<file path="src/rtl/parallel_receiver_pkg.sv">
// Shared definitions for the parallel valid/ready link (receiver and transmitter sides).
package parallel_receiver_pkg;

  localparam int unsigned LINK_DATA_W = 16;

  typedef enum logic [1:0] {
    IDLE           = 2'b00,
    CAPTURE        = 2'b01,
    WAIT_VALID_LOW = 2'b10
  } link_state_t;

endpackage

</file>
<file path="src/rtl/parallel_receiver_cdc_sync.sv">
// Multi-flop synchroniser for a single asynchronous level signal.
module cdc_sync #(
  parameter int unsigned STAGES = 2
) (
  input  logic clk,
  input  logic rst,
  input  logic d,
  output logic q
);

  logic [STAGES-1:0] sync_q;

  always_ff @(posedge clk or posedge rst) begin
    if (rst) sync_q <= '0;
    else     sync_q <= {sync_q[STAGES-2:0], d};
  end

  assign q = sync_q[STAGES-1];

endmodule

</file>
<file path="src/rtl/parallel_receiver_rx_fifo.sv">
// Synchronous receive FIFO with registered read data; pointers carry an extra wrap bit.
module rx_fifo #(
  parameter int unsigned DATA_W = 16,
  parameter int unsigned DEPTH  = 16
) (
  input  logic              clk,
  input  logic              rst,
  input  logic              wr_en,
  input  logic [DATA_W-1:0] wr_data,
  input  logic              rd_en,
  output logic [DATA_W-1:0] rd_data,
  output logic              empty,
  output logic              full
);

  localparam int unsigned AW = $clog2(DEPTH);

  logic [DATA_W-1:0] mem [DEPTH];
  logic [AW:0]       wr_ptr;
  logic [AW:0]       rd_ptr;
  logic              rd_ok;

  assign empty = (wr_ptr == rd_ptr);
  assign full  = (wr_ptr[AW] != rd_ptr[AW]) && (wr_ptr[AW-1:0] == rd_ptr[AW-1:0]);
  assign rd_ok = rd_en && !empty;

  always_ff @(posedge clk) begin
    if (wr_en) mem[wr_ptr[AW-1:0]] <= wr_data;
  end

  always_ff @(posedge clk or posedge rst) begin
    if (rst) begin
      wr_ptr  <= '0;
      rd_ptr  <= '0;
      rd_data <= '0;
    end else begin
      if (wr_en) wr_ptr <= wr_ptr + 1'b1;
      if (rd_ok) begin
        rd_ptr  <= rd_ptr + 1'b1;
        rd_data <= mem[rd_ptr[AW-1:0]];
      end
    end
  end

endmodule

</file>
<file path="src/rtl/parallel_receiver.sv">
// Receive end of the 4-phase valid/ready parallel link, buffering words in rx_fifo.
// Optional frame counter port enabled by defining RX_FRAME_CNT_EN.
module parallel_receiver
  import parallel_receiver_pkg::*;
#(
  parameter int unsigned DATA_W      = LINK_DATA_W,
  parameter int unsigned FIFO_DEPTH  = 16,
  parameter int unsigned SYNC_STAGES = 2
`ifdef RX_FRAME_CNT_EN
  ,
  parameter int unsigned CNT_W       = 16
`endif
) (
  input  logic              clk_rx,
  input  logic              rst_rx,
  input  logic [DATA_W-1:0] parallel_data_in,
  input  logic              parallel_valid_in,
  output logic              parallel_ready_out,
  input  logic              rd_en,
  output logic [DATA_W-1:0] data_out,
  output logic              fifo_empty,
  output logic              fifo_full
`ifdef RX_FRAME_CNT_EN
  ,
  output logic [CNT_W-1:0]  frame_count
`endif
);

  link_state_t       state;
  logic [DATA_W-1:0] cap_q;
  logic              valid_sync;
  logic              wr;

  cdc_sync #(.STAGES(SYNC_STAGES)) u_valid_sync (
    .clk (clk_rx),
    .rst (rst_rx),
    .d   (parallel_valid_in),
    .q   (valid_sync)
  );

  // Write is gated by full so a stalled frame lands on the first edge space appears.
  assign wr = (state == CAPTURE) && !fifo_full;

  rx_fifo #(.DATA_W(DATA_W), .DEPTH(FIFO_DEPTH)) u_fifo (
    .clk     (clk_rx),
    .rst     (rst_rx),
    .wr_en   (wr),
    .wr_data (cap_q),
    .rd_en   (rd_en),
    .rd_data (data_out),
    .empty   (fifo_empty),
    .full    (fifo_full)
  );

  always_ff @(posedge clk_rx or posedge rst_rx) begin
    if (rst_rx) begin
      state              <= IDLE;
      cap_q              <= '0;
      parallel_ready_out <= 1'b0;
    end else begin
      case (state)
        IDLE: begin
          parallel_ready_out <= 1'b0;
          if (valid_sync) begin
            cap_q <= parallel_data_in;
            state <= CAPTURE;
          end
        end
        CAPTURE: begin
          if (!fifo_full) begin
            parallel_ready_out <= 1'b1;
            state              <= WAIT_VALID_LOW;
          end
        end
        WAIT_VALID_LOW: begin
          if (!valid_sync) begin
            parallel_ready_out <= 1'b0;
            state              <= IDLE;
          end
        end
        default: begin
          parallel_ready_out <= 1'b0;
          state              <= IDLE;
        end
      endcase
    end
  end

`ifdef RX_FRAME_CNT_EN
  always_ff @(posedge clk_rx or posedge rst_rx) begin
    if (rst_rx)  frame_count <= '0;
    else if (wr) frame_count <= frame_count + 1'b1;
  end
`endif

endmodule
</file>
<file path="config.mk">
export PLATFORM = sky130hd
export DESIGN_NAME = parallel_receiver
export DESIGN_NICKNAME = d
export VERILOG_FILES = /design/src/rtl/parallel_receiver_pkg.sv /design/src/rtl/parallel_receiver_cdc_sync.sv /design/src/rtl/parallel_receiver_rx_fifo.sv /design/src/rtl/parallel_receiver.sv
export SDC_FILE = /design/constraint.sdc
export NUM_CORES = 1
export LEC_CHECK = 0
export ABC_CLOCK_PERIOD_IN_PS = 3570
export CORE_ASPECT_RATIO = 1.25
export CORE_UTILIZATION = 35
export DETAILED_ROUTE_END_ITERATION = 6
export HOLD_SLACK_MARGIN = 0.02
export PLACE_DENSITY = 0.54
export SETUP_SLACK_MARGIN = 0.15
export SLEW_MARGIN = 0
export SYNTH_ARGS = -nofsm -noshare
export SYNTH_HDL_FRONTEND = slang
export SYNTH_SLANG_ARGS = --single-unit
</file>
<file path="constraint.sdc">
create_clock -name clk_rx -period 3.57 [get_ports clk_rx]
set_input_delay 0.714 -clock clk_rx [delete_from_list [all_inputs] [get_ports clk_rx]]
set_output_delay 0.714 -clock clk_rx [all_outputs]
set_load 0.03 [all_outputs]
</file>
Yosys cells after proc, flatten, opt, wreduce, memory -nomap -nowiden
Memories as Yosys holds them, arrays and structs flattened. A register that Yosys moved wholly into a read port is not among the register bits.
Index checks and enable logic that the tools add are counted.

storage, ports and cells
  flip-flop bits (word level) = 31
  latch bits = 0
  memory bits (writable) = 256
  bits in read-only memories = 0
  input port bits = 20
  output and inout port bits = 19
  logic and storage cells = 35
  memories kept = 1

operators by class
  add/sub/neg operators = 2
  multiply operators = 0
  divide/modulo/power cells = 0
  order comparisons = 0
  equality and inequality tests = 8
  shifts and indexed selects = 0
  muxes and demuxes = 9
  bitwise logic cells = 0
  reductions and logical operators = 9

memories
  memory      depth  width  rd ports  clocked after memory_dff  wr ports  RTL line                         source
  u_fifo.mem  16     16     1         1                         1         parallel_receiver_rx_fifo.sv:18  logic [DATA_W-1:0] mem [DEPTH];

operators by type and width
  cell                                                                     count
  5-bit by 1-bit adder with 5-bit output, second input constant            2
  2-bit 2-to-1 mux                                                         3
  2-bit case mux with 3 select lines                                       1
  5-bit equality test                                                      1
  4-bit equality test                                                      1
  1-bit 2-to-1 mux                                                         4
  2-bit inequality test, second input constant                             2
  2-bit AND reduction                                                      2
  1-bit logical AND                                                        3
  3-bit AND reduction                                                      1
  2-bit by 1-bit equality test with 1-bit output, second input constant    1
  2-bit equality test, second input constant                               1
  1-bit logical NOT                                                        2
  2-bit logical NOT                                                        1
  2-bit by 1-bit inequality test with 1-bit output, second input constant  1
  1-bit case mux with 2 select lines                                       1
  1-bit inequality test                                                    1

Depth between registers and ports, before layout
Gate-level depths: netlist of run 1.

  depth in word-level cells = 6
  depth in mapped cells = 8
  gate-level depth less buffers = 4

Modules after synthesis
From an unflattened synthesis of run 1, not the netlist that was laid out.

unflattened totals
  cell total of the unflattened synthesis = 598
  area, all modules = 11883.9 um2

by module, submodules not included
  module             times used  cells each  area an instance (um2)  sequential area each (um2)
  rx_fifo            1           548         11083.1                 8338.0
  parallel_receiver  1           47          747.0                   475.5
  cdc_sync           1           3           53.8                    50.0

Least setup slack after synthesis of run 1
OpenSTA, ideal clock, no wires.

  path type = register to register
  from = register u_fifo.rd_ptr[3]
  to = memory u_fifo.mem[3][0], enable pin
  setup time = 0.409 ns
  arrival time = 2.267 ns
  data required time = 3.161 ns
  setup slack = 0.894 ns
  cell stages (with the launch flop) = 6
  buffers on the path = 1
  clock period less this slack = 2.676 ns
  cells stage by stage = dfrtp_1 clkbuf_1 xnor2_1 nand4_1 o211ai_1 nor3_1

on the way
  longest elaborated chain between the ends = 6

RTL lines
  what                                    RTL line                         source
  start: declaration                      parallel_receiver_rx_fifo.sv:20  logic [AW:0] rd_ptr;
  start signal: assignment                parallel_receiver_rx_fifo.sv:39  rd_ptr <= rd_ptr + 1'b1;
  4-bit equality test                     parallel_receiver_rx_fifo.sv:24  assign full = (wr_ptr[AW] != rd_ptr[AW]) && (wr_ptr[AW-1:0] == rd_ptr[AW-1:0]);
  1-bit logical AND                       parallel_receiver_rx_fifo.sv:24
  1-bit logical NOT                       n/a
  1-bit logical AND                       parallel_receiver.sv:42          assign wr = (state == CAPTURE) && !fifo_full;
  1-bit 2-to-1 mux                        parallel_receiver_rx_fifo.sv:28  if (wr_en) mem[wr_ptr[AW-1:0]] <= wr_data;
  1-bit 2-to-1 mux (not written as such)  parallel_receiver_rx_fifo.sv:28
  end: declaration                        parallel_receiver_rx_fifo.sv:18

No other way between the ends.

Worst setup path in the final report of run 1
  from = register u_fifo.wr_ptr[2]
  to = output port fifo_full

on the way
  longest elaborated chain between the ends = 2

RTL lines
  what                      RTL line                         source
  start: declaration        parallel_receiver_rx_fifo.sv:19  logic [AW:0] wr_ptr;
  start signal: assignment  parallel_receiver_rx_fifo.sv:37  if (wr_en) wr_ptr <= wr_ptr + 1'b1;
  4-bit equality test       parallel_receiver_rx_fifo.sv:24
  1-bit logical AND         parallel_receiver_rx_fifo.sv:24
  end: declaration          parallel_receiver.sv:22          output logic fifo_full

No other way between the ends.

==> results.py, run 1 <==
metrics = {
    "layout": {
        "area_growth_pct": 16.0,
        "fill_cells": 2890,
        "postLayoutCoreUtil_pct": 41.1,
        "final_layout_size_suffix_gt1_share_pct": 22.2,
        "antenna_cells_inserted": 0,
        "fin_nets": 682,
    },
    "worst_setup_path": {
        "max_stage_delay_ns": 0.70,
        "critical_path.startpoint_type": "flop",
        "critical_path.cell_chain": "xnor2_1 > nand4_1 > nor2_2 > clkdlybuf4s50_1",
        "cpLargestDelayFamily": "buffers and inverters",
        "critPathArrivalTime_ns": 2.50,
        "setup.worst_path.end_class": "output pin",
        "crit_required_ns": 2.86,
        "critical_path_peak_fanout": 8,
        "path_buf_inv": 1,
        "critical-path-slowest-cell": "clkdlybuf4s50_1",
        "crit_type": "reg -> out",
        "reg2reg_slack_ns": 0.80,
    },
    "power_and_ir_drop": {
        "power_mw": 11.9,
        "power.density_nw_per_um2": 863,
        "leakage_nw": 4.76,
        "max-vdd-ir-drop_uv": 538,
    },
    "cts": {
        "cts_setup_buffers": 0,
        "path_clk_slew_ns": 0.06,
        "cts_tree": "built",
        "cts.hold.buffers_added": 0,
        "clock_sink_count": 303,
        "htree_num_levels": 1,
        "cts.repair.resized": 0,
        "cts-root-to-sink-buffers": 3,
        "cts-buffers-inserted": 29,
        "worst_skew_pair_latency_ns": 0.55,
        "clk_root_buffer_cell": "clkbuf_16",
    },
    "synth": {
        "syn_inst": 598,
        "synth_seq_cells": 303,
        "synth-simple-area-share_pct": 1.76,
        "synthesis.yosys.warnings": 0,
        "synth_compound_gate_area_share_pct": 4.10,
        "synth_area_in_xor_xnor_pct": 1.03,
        "synth_seq_area_share_pct": 74.7,
        "most_frequent_cells_after_synthesis": "edfxtp_1, mux2i_1, mux2_2",
        "yosys.cell_count.top_type": "edfxtp_1",
        "syn_area_per_cell_um2": 19.8,
        "synth_top_cell_area_share_pct": 64.8,
        "synth.net_count": 623,
        "area_of_the_mapped_netlist_um2": 11900,
        "synth_enable_flop_cells": 256,
        "post_synth_fa_ha_maj_area_fraction_pct": 0.527,
        "post_synth_mux_area_share_pct": 16.2,
        "synth-async-reset-ratio_pct": 15.5,
        "yosysUniqueCellTypes": 39,
        "ys.flop_type": "edfxtp_1",
        "combinational_family_with_the_most_area_after_synthesis": "multiplexers",
        "synth.largest_area_cell": "edfxtp_1",
        "yosys-top-cells-area": "edfxtp_1, dfrtp_1, mux4_2, mux2i_1, mux2_2",
    },
    "route": {
        "dr.first_iter.drc_count": 353,
        "first_pass_iters": 4,
        "ant_nets": 0,
        "drc": 0,
        "route.vias.total": 5635,
        "wire_length_reported_by_the_detailed_router_um": 24400,
        "wire_per_inst_um": 22.1,
        "detail_route.vias_per_cell": 5.11,
    },
    "die": {
        "placeableCoreArea_um2": 33500,
        "floorplan.die_area_um2": 34600,
        "io-pin-count": 39,
        "initial_utilization_pct": 35.4,
        "die_h_um": 208,
        "fp.dieW_um": 167,
        "placement_rows": 75,
    },
    "place": {
        "buffer_ports.inserted": 38,
        "dpl.hpwl_um": 14900,
        "globalplace.congestion": 0.771,
    },
    "sta": {
        "setup_viol": 0,
        "timing.slew.headroom_pct": 38.8,
        "max_slew.worst_pin.slew_ns": 0.918,
        "maxSlewViolCount": 0,
        "post-route-min-period_ns": 3.21,
        "fin_worst_skew_ns": 0.00853,
        "hold-worst-slack_ns": 0.350,
        "rsz0062_at_grt": "no",
        "setup-tns-final_ns": 0,
        "final_min_period_over_clock_period_pct": 90.0,
        "maxClockFrequency_mhz": 311,
        "finalHoldViolCount": 0,
    },
    "status": {
        "status": "finished clean",
    },
    "global_route": {
        "first_global_vias": 6139,
        "globalRoute.totalOverflow": 0,
        "grt_pass1_wl_um": 38100,
        "grt_use_total_pct": 14.6,
        "grt_start_max_net_pins": 100,
        "grt_antenna_before_repair": 0,
    },
    "run": {
        "drv.max_cap_violation_count": 0,
    },
    "worst_hold_path": {
        "worstHoldPathType": "reg -> reg",
    },
}
[power breakdown]
part           total, mW  leakage [nW]  internal (mW)  switching (mW)
clock network       3.11         0.476           1.87            1.24
registers           5.37          2.86           4.75           0.618
logic               3.40          1.42           1.59            1.81
total               11.9          4.76           8.20            3.67
[flip-flops by register name, indices dropped and copies added (netlist names)]
register             flops
u_fifo.rd_ptr            5
state                    2
u_fifo.rd_data          16
u_valid_sync.sync_q      2
cap_q                   16
parallel_ready_out       1
u_fifo.mem             256
u_fifo.wr_ptr            5
[cells in the final DEF (no fill, tap or decap), drive strengths merged, types with 2 or more instances in the layout]
| master | netlist | layout |
|---|---|---|
| ha | 5 | 5 |
| buf | 18 | 23 |
| nor3 | 2 | 2 |
| clkbuf | 15 | 42 |
| inv | 3 | 4 |
| edfxtp | 256 | 256 |
| nor2b | 7 | 7 |
| a22oi | 16 | 16 |
| mux2 | 50 | 50 |
| xor2 | 3 | 3 |
| and2 | 2 | 2 |
| xnor2 | 11 | 11 |
| clkdlybuf4s50 | 0 | 37 |
| and3 | 13 | 13 |
| mux4 | 32 | 32 |
| a22o | 16 | 16 |
| clkinv | 0 | 7 |
| nor2 | 5 | 5 |
| o211ai | 3 | 3 |
| mux2i | 64 | 64 |
| a221oi | 16 | 16 |
| bufinv | 0 | 4 |
| dfrtp | 47 | 47 |
[cell families after synthesis]
family | after synthesis
DFF | 303
muxes | 146
AOI/OAI and AO/OA | 59
buffers and inverters | 36
and+or+nand+nor | 35
xor gates and xnor gates | 14
adders and majority gates | 5
[routing by layer]
layer / vias up / part of all wire, % / global-route usage (%) / wire length, um
li1: 2555 / - / - / -
met1: 2938 / 43 / 19.0 / 10600
met2: 111 / 51 / 25.6 / 12400
met3: 31 / 4.1 / 1.85 / 1000
met4: 0 / 2.0 / 4.34 / 500
met5: - / 0 / 0 / 0
[final timing paths]
check,start,to,cells past startpoint
setup / recovery,u_fifo.wr_ptr[2],fifo_full,4
hold / removal,u_valid_sync.sync_q[0],u_valid_sync.sync_q[1],0
setup reg to reg,u_fifo.wr_ptr[2],u_fifo.mem[14][0],4
hold reg to reg,u_valid_sync.sync_q[0],u_valid_sync.sync_q[1],0
max in group asynchronous,rst_rx,u_fifo.rd_data[5],3
min in group asynchronous,rst_rx,cap_q[15],2
[through the flow]
stage / instance area [um^2] / setup WS, ns / std cells
4_1_cts: 13800 / 0.261 / 1103
3_5_place_dp: 12800 / 0.803 / 1049
5_1_grt: 13800 / 0.175 / 1103
2_1_floorplan: 11900 / 0.894 / 598
3_3_place_gp: 12800 / 0.850 / 1049
6_report: 13800 / 0.356 / 1103
[area by class of cell]
cell class / instances / area [um^2] / area share (%)
clock buffer: 42 / 815 / 5.92
clock inverter: 12 / 159 / 1.15
inverter: 3 / 11.3 / 0.0818
multi-input combinational: 259 / 2820 / 20.5
sequential: 303 / 8870 / 64.4
tap: 423 / 529 / 3.84
timing repair buffer: 61 / 568 / 4.13
No activity file was read; power rests on OpenSTA's default activity.
==> run 2: changes to the inputs <==
--- a/config.mk
+++ b/config.mk
@@ -10,6 +10,7 @@
 export CORE_UTILIZATION = 35
 export DETAILED_ROUTE_END_ITERATION = 6
 export HOLD_SLACK_MARGIN = 0.02
+export MAX_ROUTING_LAYER = met4
 export PLACE_DENSITY = 0.54
 export SETUP_SLACK_MARGIN = 0.15
 export SLEW_MARGIN = 0
==> run 2 against run 1 <==
Compared with the run above: final cell count did not move; register-to-register slack improved by 0.03 ns; final area did not move; sequential share of layout area did not move; clock skew barely moved; non-clock buffer count did not move; sequential power barely moved; critical endpoint unchanged; largest cell class unchanged; highest routed layer unchanged.
==> results.py, run 2 (synthesized netlist as in run 1, its figures left out) <==
metrics = {
    "cts": {
        "cts-root-to-sink-buffers": 3,
        "clk_root_buffer_cell": "clkbuf_16",
        "path_clk_slew_ns": 0.06,
        "clock_sink_count": 303,
        "cts_tree": "built",
        "cts_setup_buffers": 0,
        "cts.hold.buffers_added": 0,
        "cts.repair.resized": 0,
        "cts-buffers-inserted": 29,
        "worst_skew_pair_latency_ns": 0.55,
        "htree_num_levels": 1,
    },
    "power_and_ir_drop": {
        "sw_frac_of_total_pct": 30.9,
        "power.density_nw_per_um2": 863,
        "total_switching_power_mw": 3.67,
        "cell_internal_pwr_mw": 8.20,
        "leakage_nw": 4.76,
        "seq_power_share_pct": 45.2,
        "part_of_the_total_power_dissipated_in_the_clock_network_pct": 26.2,
        "max-vdd-ir-drop_uv": 538,
        "p_comb_share_pct": 28.7,
    },
    "global_route": {
        "globalRoute.totalOverflow": 0,
        "grt_use_total_pct": 15.1,
        "grt_start_max_net_pins": 100,
        "grt_antenna_before_repair": 0,
        "grt_pass1_wl_um": 38200,
        "first_global_vias": 6126,
    },
    "sta": {
        "maxSlewViolCount": 0,
        "max_slew.worst_pin.slew_ns": 0.927,
        "fin_worst_skew_ns": 0.00880,
        "final_min_period_over_clock_period_pct": 90.2,
        "maxClockFrequency_mhz": 310,
        "setup-tns-final_ns": 0,
        "rsz0062_at_grt": "no",
        "post-route-min-period_ns": 3.22,
        "setup_viol": 0,
        "timing.slew.headroom_pct": 38.2,
        "finalHoldViolCount": 0,
    },
    "layout": {
        "largest_register_ffs": 256,
        "final_layout_size_suffix_gt1_share_pct": 22.2,
        "leading_cell_type_in_the_layout_fill_and_taps_excluded": "edfxtp_1",
        "area_growth_pct": 16.0,
        "most-common-layout-cells": "edfxtp_1, mux2i_1, mux2_2",
        "layout.cells.non_filler": 1103,
        "antenna_cells_inserted": 0,
        "fin_nets": 682,
    },
    "worst_setup_path": {
        "reg2reg_slack_ns": 0.83,
        "cp-startpoint": "u_fifo.wr_ptr[2]",
        "critPathArrivalTime_ns": 2.51,
        "critical_path_peak_fanout": 8,
        "crit_type": "reg -> out",
        "setup.worst_path.end_class": "output pin",
        "source_of_the_worst_register_to_register_timing_path": "u_fifo.wr_ptr[2]",
        "crit_required_ns": 2.86,
        "critical_path.startpoint_type": "flop",
    },
    "place": {
        "buffer_ports.inserted": 38,
        "dpl.hpwl_um": 14900,
        "globalplace.congestion": 0.781,
        "place.detailed.instances": 1049,
    },
    "route": {
        "drc": 0,
        "detail_route.vias_per_cell": 5.09,
        "first_pass_iters": 4,
        "wire_length_reported_by_the_detailed_router_um": 24500,
        "ant_nets": 0,
        "wire_per_inst_um": 22.2,
        "route.vias.total": 5612,
        "dr.first_iter.drc_count": 356,
    },
    "die": {
        "io-pin-count": 39,
        "placement_rows": 75,
        "placeableCoreArea_um2": 33500,
        "die_h_um": 208,
        "initial_utilization_pct": 35.4,
        "fp.dieW_um": 167,
        "floorplan.die_area_um2": 34600,
    },
    "run": {
        "drv.max_cap_violation_count": 0,
    },
    "status": {
        "status": "finished clean",
    },
    "worst_hold_path": {
        "timing.hold.worst.start": "u_valid_sync.sync_q[0]",
        "worstHoldPathType": "reg -> reg",
    },
}
[run 2: routing by layer]
layer	up-vias	track usage, %	wire, um
met5	-	-	0
met4	0	4.34	491
met3	31	1.79	812
met2	91	25.5	12300
met1	2938	19.2	10800
li1	2552	-	-
[run 2: final cells by class]
type / instances / area [um^2]
Clock buffer: 42 / 815
Clock inverter: 12 / 159
Fill cell: 2890 / 19700
Inverter: 3 / 11.3
Multi-Input combinational cell: 259 / 2820
Sequential cell: 303 / 8870
Tap cell: 423 / 529
Timing Repair Buffer: 61 / 568
[run 2: worst paths after layout]
| check | endpoint | cells past startpoint |
|---|---|---|
| min | u_valid_sync.sync_q[1] | 0 |
| min in group asynchronous | cap_q[15] | 2 |
| max | fifo_full | 4 |
| min reg2reg | u_valid_sync.sync_q[1] | 0 |
| max reg2reg | u_fifo.mem[13][9] | 4 |
| max in group asynchronous | u_fifo.rd_data[5] | 3 |
[run 2: worst max-delay path: stages, from the launching register on]
cell             delay (ns)
dfrtp_1                0.48
xnor2_1                0.22
nand4_1                0.31
nor2_2                 0.25
clkdlybuf4s50_1        0.71
[run 2: through the flow]
stage,total power [mW],util (%),worst slack [ns],hold WS (ns),cell area (um^2)
floorplan,7.67,-,0.894,0.331,11900
global placement,8.80,38.2,0.850,0.337,12800
detailed placement,8.90,38.2,0.803,0.340,12800
CTS,12.0,41.1,0.261,0.354,13800
global route,12.5,41.1,0.175,0.365,13800
finish,11.9,41.1,0.348,0.350,13800
[run 2: power by group through the flow]
stage / Sequential, mW / Combinational, mW / Clock [mW]
finish: 5.36 / 3.40 / 3.11
global route: 5.48 / 3.67 / 3.30
CTS: 5.38 / 3.47 / 3.18
detailed placement: 5.45 / 3.45 / 0
global placement: 5.39 / 3.41 / 0
floorplan: 5.36 / 2.31 / 0
==> RTL change: new RTL, config.mk and constraints of run 2 <==
Build with the macro `RX_FRAME_CNT_EN` defined.
--- a/src/rtl/parallel_receiver.sv
+++ b/src/rtl/parallel_receiver.sv
@@ -2,2 +2,4 @@
 // Optional frame counter port enabled by defining RX_FRAME_CNT_EN.
+`define RX_FRAME_CNT_EN
+
 module parallel_receiver
Check against the original RTL (old outputs only; new: frame_count): equivalent (equiv_simple and equiv_induct, registers matched by name and starting in step).
==> RTL change against run 2 <==
  * Via count grew 7.7%
  * Largest cell class unchanged
  * Sequential cell count rose by 16
  * Wire length is 7.3% higher
  * Worst setup slack better by 0.089 ns
  * Clock power barely moved
  * Area after synthesis grew 5.1%
  * Design area is 6.0% higher
  * Power grew 2.4%
==> RTL change: results (changes against run 2) <==
GRT
  • Largest net degree at the start of global routing: 68 (-32%)
  • Number of global-route vias before repair: 6536 (+6.7%)
  • GR Util All Layers: 15.5% (+0.42 points)
  • First-pass GRT wire length: 40600 microns (+6.2%)

Status
  • Run status: complete, no violations

Clock network
  • Num CTS Buffers: 30 (+3.4%)

Logic synthesis
  • Avg Inst Size Synth: 20.3 sq um (+2.4%)
  • Commonest cells post-synth: edfxtp_1 (256), mux4_2 (64), dfrtp_1 (63)
  • Area contributors post-synth: edfxtp_1 (62%), dfrtp_1 (13%), mux4_2 (12%)
  • Synth unique cells: 43 (+10%)
  • Ys async rst share: 19.7% (+4.2 points)

Critical path
  • Crit path arrival time: 2.42 ns (-0.09 ns)
  • Worst-path maximum fanout: 14 (+6)

Placed design
  • DP HPWL: 16000 microns (+6.9%)
  • DP Area: 0.0136 sq mm (+6.7%)
  • GPL Wtd Cong: 0.824 (+5.4%)
  • Setup WS pre-CTS: 0.959 ns (+0.156 ns)

Route
  • Via/cell ratio: 5.10 (+0.19%)
  • Initial DRC count: 372 (+4.5%)
  • Detailed Routing Iterations Pass 1: 5 (+1)
  • Post-DR wirelength/cell: 22.1 microns (-0.24%)

Finish
  • Final Instance Count excl. Fillers: 1186 (+7.5%)
  • Fin nets: 721 (+5.7%)

Power
  • Max rail drop VDD: 0.489 mV (-9.2%)
  • Leakage: 4.92 nW (+3.5%)

Timing
  • Worst-margin pin slew: 1.12 ns (+0.196 ns)
  • Clock Skews: 0.00771 ns (-0.00108 ns)
RTL change: final timing paths:
path	start	endpoint	slack (ns)
hold / removal	u_valid_sync.sync_q[0]	u_valid_sync.sync_q[1]	0.35
setup reg to reg	u_fifo.wr_ptr[2]	u_fifo.mem[10][12]	0.93
max in group asynchronous	rst_rx	u_fifo.rd_data[14]	2.08
min in group asynchronous	rst_rx	frame_count[5]	0.69
setup / recovery	u_fifo.wr_ptr[2]	fifo_empty	0.44
hold reg to reg	u_valid_sync.sync_q[0]	u_valid_sync.sync_q[1]	0.35
RTL change: layer usage:
metal	routed length (microns)	vias up	track usage, %
li1	-	2656	-
met1	11800	3227	21.0
met2	13000	124	24.8
met3	933	39	1.85
met4	547	0	4.53
met5	0	-	-
RTL change: cells by family (layout without fill, tap and decap cells):
group	after synthesis	count (layout)	share of synthesized area (%)
multiplexers	99	99	14.7
adder cells (fa/ha/maj)	6	6	0.602
flip-flops	319	319	74.3
AND/OR/NAND/NOR	68	68	2.86
XOR/XNOR	29	29	2.10
AO/OA/AOI/OAI	57	57	3.79
buffers and inverters	36	140	1.67
RTL change: power by group:
part / leakage, nW / total (mW) / switching, mW / internal (mW)
Combinational: 1.38 / 3.42 / 1.85 / 1.57
Clock: 0.461 / 3.10 / 1.35 / 1.75
Sequential: 3.08 / 5.64 / 0.686 / 4.95
RTL change: layout make-up:
type	instances	area, sq um	share of cell area [%]
clock buffer	39	816	5.59
clock inverter	16	133	0.909
sequential	319	9270	63.5
inverter	5	18.8	0.129
tap	468	586	4.01
multi-input combinational	259	3020	20.7
timing repair buffer	80	748	5.13
RTL change: critical path, cell delays in order (launching register included):
cell             delay [ns]
dfrtp_1                0.47
xnor2_1                0.22
nand4_1                0.15
buf_4                  0.22
nor2_1                 0.11
clkdlybuf4s50_1        0.68
